[src/rtl/shift_sweep_sequencer.sv]
// rtl/shift_sweep_sequencer.sv - registered command/result sequencer around an external rotate shifter
// Optional reference-rotator self-check enabled by SHIFT_SWEEP_CHECK_EN.
module shift_sweep_sequencer #(
    parameter  int N = 3,
    localparam int W = 2**N
) (
    input  logic         clk,
    input  logic         reset_n,
    input  logic         in_valid,
    output logic         in_ready,
    input  logic [W-1:0] in_data,
    input  logic         in_lr,
    input  logic         in_sweep,
    input  logic [N-1:0] in_amt,
    output logic [W-1:0] sh_a,
    output logic [N-1:0] sh_amt,
    output logic         sh_lr,
    input  logic [W-1:0] sh_y,
    output logic         out_valid,
    input  logic         out_ready,
    output logic [W-1:0] out_data,
    output logic [N-1:0] out_amt,
    output logic         out_last,
    output logic         busy,
    output logic         chk_err
);

    typedef enum logic [1:0] {IDLE, ISSUE, HOLD} state_t;

    state_t         state_q;
    logic           in_ready_q;
    logic           sweep_q;
    logic [W-1:0]   sh_a_q;
    logic [N-1:0]   sh_amt_q;
    logic [N-1:0]   sh_amt_d;
    logic           sh_lr_q;
    logic           out_valid_q;
    logic [W-1:0]   out_data_q;
    logic [N-1:0]   out_amt_q;
    logic           out_last_q;

    assign sh_amt_d = sh_amt_q + 1'b1;

    always_ff @(posedge clk or negedge reset_n) begin
        if (!reset_n) begin
            state_q     <= IDLE;
            in_ready_q  <= 1'b0;
            sweep_q     <= 1'b0;
            sh_a_q      <= '0;
            sh_amt_q    <= '0;
            sh_lr_q     <= 1'b0;
            out_valid_q <= 1'b0;
            out_data_q  <= '0;
            out_amt_q   <= '0;
            out_last_q  <= 1'b0;
        end else begin
            case (state_q)
                IDLE: begin
                    in_ready_q <= 1'b1;
                    if (in_valid && in_ready_q) begin
                        sh_a_q     <= in_data;
                        sh_lr_q    <= in_lr;
                        sh_amt_q   <= in_sweep ? '0 : in_amt;
                        sweep_q    <= in_sweep;
                        in_ready_q <= 1'b0;
                        state_q    <= ISSUE;
                    end
                end
                ISSUE: begin
                    out_data_q  <= sh_y;
                    out_amt_q   <= sh_amt_q;
                    out_last_q  <= !sweep_q || (sh_amt_q == '1);
                    out_valid_q <= 1'b1;
                    state_q     <= HOLD;
                end
                HOLD: begin
                    if (out_ready) begin
                        out_valid_q <= 1'b0;
                        if (out_last_q) begin
                            in_ready_q <= 1'b1;
                            state_q    <= IDLE;
                        end else begin
                            // A sweep stops at all-ones, so the increment never wraps.
                            sh_amt_q <= sh_amt_d;
                            state_q  <= ISSUE;
                        end
                    end
                end
                default: state_q <= IDLE;
            endcase
        end
    end

    assign in_ready  = in_ready_q;
    assign sh_a      = sh_a_q;
    assign sh_amt    = sh_amt_q;
    assign sh_lr     = sh_lr_q;
    assign out_valid = out_valid_q;
    assign out_data  = out_data_q;
    assign out_amt   = out_amt_q;
    assign out_last  = out_last_q;
    assign busy      = (state_q != IDLE);

`ifdef SHIFT_SWEEP_CHECK_EN
    logic [2*W-1:0] rot_ext;
    logic [W-1:0]   ref_y;
    logic           chk_err_q;

    // Rotating a doubled word turns wrap-around into a plain shift.
    always_comb begin
        rot_ext = '0;
        ref_y   = '0;
        if (sh_lr_q) begin
            rot_ext = {sh_a_q, sh_a_q} >> sh_amt_q;
            ref_y   = rot_ext[W-1:0];
        end else begin
            rot_ext = {sh_a_q, sh_a_q} << sh_amt_q;
            ref_y   = rot_ext[2*W-1:W];
        end
    end

    always_ff @(posedge clk or negedge reset_n) begin
        if (!reset_n) begin
            chk_err_q <= 1'b0;
        end else if (state_q == ISSUE && sh_y != ref_y) begin
            chk_err_q <= 1'b1;
        end
    end

    assign chk_err = chk_err_q;
`else
    assign chk_err = 1'b0;
`endif

endmodule

[config.mk]
export PLATFORM = sky130hd
export DESIGN_NAME = shift_sweep_sequencer
export DESIGN_NICKNAME = d
export VERILOG_FILES = /design/src/rtl/shift_sweep_sequencer.sv
export SDC_FILE = /design/constraint.sdc
export NUM_CORES = 1
export LEC_CHECK = 0
export ABC_AREA = 1
export CORE_MARGIN = 2
export CORE_UTILIZATION = 45
export CTS_CLUSTER_SIZE = 14
export DETAILED_ROUTE_END_ITERATION = 8
export HOLD_SLACK_MARGIN = 0.08
export PLACE_DENSITY = 0.8
export SLEW_MARGIN = 20
export SYNTH_ARGS = -nofsm -noshare
export SYNTH_HDL_FRONTEND = slang
export SYNTH_SLANG_ARGS = --single-unit
[constraint.sdc]
create_clock -name clk -period 2.7 [get_ports clk]
set_input_delay 0.405 -clock clk [delete_from_list [all_inputs] [get_ports clk]]
set_output_delay 0.405 -clock clk [all_outputs]
set_load 0.005 [all_outputs]
; ---- After elaboration in Yosys (flattened, before gate mapping)
; Index checks and enable logic that the tools add are counted.
[word_totals]
inputBits = 25
output_inout_bits = 28
elab_cells = 45
ff_bits = 29
[op_classes]
reduce_logical = 12
muxes = 15
eq_ne = 7
n_addsub = 1
[ops]
columns = op, count
row1 = 3-bit 2-to-1 mux, 4
row2 = "2-bit != test, second input constant", 4
row3 = 2-bit one-hot mux with 3 select lines, 1
row4 = 3-bit one-hot mux with 2 select lines, 1
row5 = 2-bit AND reduction, 3
row6 = 2-bit nonzero test, 3
row7 = 1-bit 2-to-1 mux, 5
row8 = 2-bit 2-to-1 mux, 2
row9 = 1-bit one-hot mux with 2 select lines, 2
row10 = 4-bit AND reduction, 1
row11 = "3-bit by 1-bit adder with 3-bit output, second input constant", 1
row12 = "3-bit equality test, second input constant", 1
row13 = 3-bit AND reduction, 1
row14 = "2-bit by 1-bit equality test with 1-bit output, second input constant", 1
row15 = "2-bit equality test, second input constant", 1
row16 = 2-bit zero test, 1
row17 = 1-bit logical AND, 1
row18 = 1-bit zero test, 1
row19 = 1-bit logical OR, 1

; ---- Longest topological paths before layout
[depth]
word_depth = 4
depth_mapped = 7
depth_no_buf = 6

; ---- Worst setup path before layout
; OpenSTA, ideal clock, no wires.
[synth_path]
path_type = flip-flop to flip-flop
start = reg sh_amt_q[0] (netlist: sh_amt[0])
end = reg sh_amt_q[2] (netlist: sh_amt[2])
setup_slack_ns = 1.521
path_stages_with_launch = 7
setup_time_ns = 0.117
n_path_buf = 0
synth_period_minus_slack_ns = 1.179
arrival_ns = 1.062
path_cell_list = dfrtp_1 > ha_1 > ha_1 > nand3_1 > nand2_1 > nand2_1 > nand2_1
[synth_between]
elab_chain_len = 4
[synth_lines]
columns = element, line
row1 = start: declaration, 34  ; logic [N-1:0] sh_amt_q;
row2 = start signal: assignment, 63  ; sh_amt_q <= in_sweep ? '0 : in_amt;
row3 = start signal: assignment, 84  ; sh_amt_q <= sh_amt_d;
row4 = 3-bit by 1-bit adder with 3-bit output, 42  ; assign sh_amt_d = sh_amt_q + 1'b1;
row5 = 3-bit 2-to-1 mux, 79  ; if (out_last_q) begin
row6 = 3-bit 2-to-1 mux, 77  ; if (out_ready) begin
row7 = 3-bit one-hot mux with 2 select lines, 57  ; case (state_q)
; No other way between the ends. The select of a mux whose other input is x is not followed.
; A chain may end at the register's enable or synchronous reset.

; ---- Worst setup path after layout
[layout_path]
start = reg state_q[1]
end = out busy
[layout_between]
elab_chain_len = 1
[layout_lines]
columns = element, line
row1 = start: declaration, 30  ; state_t state_q;
row2 = start signal: assignment, 46  ; state_q <= IDLE;
row3 = start signal: assignment, 66  ; state_q <= ISSUE;
row4 = start signal: assignment, 74  ; state_q <= HOLD;
row5 = 2-bit nonzero test, 102  ; assign busy = (state_q != IDLE);
row6 = end: declaration, 24  ; output logic busy,
; No other way between the ends.

==> results list <==
- The floorplan has 19 rows.
- STA classifies the critical path endpoint as an output port.
- Final weighted congestion of routability-driven global placement: 0.772
- All-layer global routing usage: 0.207
* Total count of hold-check failures in the final report: 0
- The worst setup path is launched from a flop.
* Area taken by flip-flops and latches: 726 um2
- Via count of the first global-routing pass: 1089
* Top library cells by usage in the layout, fill and taps aside: sky130_fd_sc_hd__nand2_1, sky130_fd_sc_hd__clkdlybuf4s50_1, sky130_fd_sc_hd__dfrtp_1
- Dividing the detail-routed wire length by the instance count gives 12.7 um.
* Area of the core region: between 0.002 and 0.003 mm2
- Overall power consumption after layout is estimated at 1990 uW.
- Traced cell by cell, the critical path runs through nor2_2 -> inv_1 -> clkdlybuf4s50_1.
- Clock Root Buffer: sky130_fd_sc_hd__clkbuf_4
- Proportion of synthesized chip area in sequential cells: 0.570
- By area, the combinational part of the netlist is dominated by simple AND/OR/NAND/NOR gates.
* Dpl hpwl: 2240 um
- The routed layout has 1146 vias.
- The total overflow left after global routing is 0.
- Top cell family by delay on the critical path: buffers and inverters
- Together, buffers and inverters on the worst path number 2.
* Area fraction in compound gates after synthesis: 0.0206
- For this run, the number of Yosys warnings is 0.
- 53 I/O pins were placed.
- Counting the fill cells in the layout gives 240.
- After clock tree synthesis, the setup repair step added 0 buffers.
- Synth Instances: 155
* H-tree levels: 2
* Post-Synth Simple-Gate Area: 0.319
- Number of vias per cell: roughly 4.8
- The count of nets left with antenna violations once routing finished came out at 0.
- In this run the critical register-to-register path is launched from state_q[1].
- STA puts the critical path data arrival time at roughly 1800 ps.
- Average footprint of a synthesized cell: 8.21 um2
- The tree built by TritonCTS fans out to 29 sinks.
* Hold Buf Count CTS: 0
- Run status: finished clean
- Filler-free cell count of the finished design: 239
- The clock passes through at most 2 buffers.
* Number of instances in the placed design: about 230
- Class of the worst hold path: in -> async
- Entering global routing, the biggest net connects 30 pins.
* Final setup TNS: 0 ps
- The mapped netlist covers 0.00127 mm2.
- XOR/XNOR Fraction of Synth Area: 0
* Minimum clock period: 2210 ps
- Relative to the synthesized area, the layout overhead comes to 46.0%.
- Die X: 57.2 um
- Number of diodes added for antenna fixing: 0
* Share of cells above drive strength 1: 0.0673
- Port buffering added between 50 and 60 buffers.
- The initial utilization of the core area, before any placement, comes to 0.470.
- Setup violations remaining at the end of the flow were counted as 0.
* Number of flip-flops and latches in the synthesized netlist: 29
* Vertical die dimension: 57.2 um
- The critical path starts at state_q[1].
- Final instance area: 0.00186 mm2
- The die covers 0.00327 mm2.
- Cell Pwr Density: 1070 mW/mm2
- Clock tree synthesis inserted a total of 5 buffers.
- In the finished design, the share of the clock period the worst path needs comes to 0.820.
- RSZ-0062 raised after global routing: false
- Post-cts sizing count: 0
- Largest stage delay, worst path: 500 ps
* Adder and majority cell fraction of the synthesized area: 0.0197
- For the worst-skew pair, the clock arrives at the later sink with an insertion delay of 330 ps.
- The number of antenna violations at the first check in global routing is 0.
- Clock Pin Slew Worst Setup and Hold Paths: 100 ps
* Clock tree from TritonCTS: built
- For this design the static power due to leakage is about 0.00096 uW.
* Most common cell after layout, fill and taps aside: sky130_fd_sc_hd__nand2_1
- Of all nets on the critical path, the largest fanout is 12.
- The first global-routing pass estimated 5060 um of wire.
* Cell type of the slowest stage on the worst timing path: sky130_fd_sc_hd__dfrtp_1
- Crit Path Class: reg -> out
* Drc violations: 0
- Maximum VDD drop: 0.632 mV
- After detailed routing, the total wire length is around 3000 um.
* Length of the first detailed-routing pass in iterations: 4
* Share of the core filled with cells in the final layout: 0.686
- Layout Nets: 234
- Multiplexer share of the synthesized area: 0
- Area of combinational cells with multiple inputs: 460 um2
- Fmax: 452 MHz
- Synthesis produced a netlist with a net count of about 180.
- STA puts the critical path data required time at approximately 2300 ps.
- Maximum Capacitance Violations: 0
* Initial DRC Count: 28
- Distinct cells, synth: 16
* Placement-stage cell area: around 0.0018 mm2
* Maximum clock skew at final layout: 10.7 ps
- The number of pins exceeding their max-slew limit in the final report was 0.
[kinds of logic after synthesis]
logic type               after synthesis
adder cells (fa/ha/maj)                2
other                                  1
AND/OR/NAND/NOR                       99
buffers and inverters                 19
flip-flops                            29
AO/OA/AOI/OAI                          5
[sequential cells by signal, indices dropped and copies added, names as in the netlist]
name,flops
out_amt,3
sweep_q,1
out_data,8
sh_lr,1
out_valid,1
state_q,2
out_last,1
sh_amt,3
sh_a,8
in_ready,1
[synthesized netlist by cell type]
cell type | number | share of area
sky130_fd_sc_hd__nand2_1 | 73 | 0.22
sky130_fd_sc_hd__dfrtp_1 | 29 | 0.57
sky130_fd_sc_hd__nand3_1 | 17 | 0.067
sky130_fd_sc_hd__inv_1 | 10 | 0.030
sky130_fd_sc_hd__nor2_1 | 6 | 0.018
sky130_fd_sc_hd__o21ai_0 | 4 | 0.016
sky130_fd_sc_hd__buf_2 | 3 | 0.012
sky130_fd_sc_hd__buf_4 | 3 | 0.018
sky130_fd_sc_hd__ha_1 | 2 | 0.020
sky130_fd_sc_hd__inv_2 | 2 | 0.0059
sky130_fd_sc_hd__clkbuf_1 | 1 | 0.0029
sky130_fd_sc_hd__conb_1 | 1 | 0.0029
sky130_fd_sc_hd__nand2_2 | 1 | 0.0049
sky130_fd_sc_hd__nor2_2 | 1 | 0.0049
sky130_fd_sc_hd__nor2_4 | 1 | 0.0088
sky130_fd_sc_hd__o22ai_1 | 1 | 0.0049
[area by class of cell]
| class | instances | share of cell area |
|---|---|---|
| inverter | 12 | 0.0242 |
| timing repair buffer | 52 | 0.279 |
| multi-input combinational | 107 | 0.248 |
| tap | 31 | 0.0209 |
| clock inverter | 1 | 0.00269 |
| sequential | 29 | 0.391 |
| clock buffer | 7 | 0.0350 |
[worst register-to-register path: stages, from the launching register on]
cell and delay (ps):
sky130_fd_sc_hd__dfrtp_1 500, sky130_fd_sc_hd__nor2_2 410, sky130_fd_sc_hd__nand2_2 280, sky130_fd_sc_hd__nand2_1 220, sky130_fd_sc_hd__nand2_1 80, sky130_fd_sc_hd__nand2_1 60
[where the power goes]
part | switching (uW) | total [uW] | internal (uW)
clock | 153 | 303 | 151
sequential | 141 | 774 | 634
combinational | 431 | 912 | 481
[routing by layer]
layer | routed length (um) | GRT usage | share of wire | vias up
met4 | 54 | 0.0897 | 0.018 | 0
met1 | 1240 | 0.249 | 0.41 | 537
met2 | 1610 | 0.346 | 0.53 | 29
met5 | 0 | 0 | 0 | -
met3 | 138 | 0.0612 | 0.045 | 5
li1 | - | - | - | 575
[through the flow]
| stage | hold slack (ps) | worst slack [ps] |
|---|---|---|
| 4_1_cts | 456 | 488 |
| 3_5_place_dp | 458 | 851 |
| 3_3_place_gp | 453 | 908 |
| 5_1_grt | 494 | 390 |
| 6_report | 451 | 485 |
| 2_1_floorplan | 109 | 1520 |
[final timing paths]
check / end / depth (start not counted) / slack (ps)
max in group asynchronous: sh_a[5] / 2 / 1980
max: busy / 3 / 490
min reg2reg: out_data[6] / 2 / 480
min: state_q[1] / 2 / 450
min in group clk: out_data[6] / 2 / 480
max reg2reg: sh_amt[1] / 5 / 1090
Note: power is estimated with default switching activity, not from simulation.
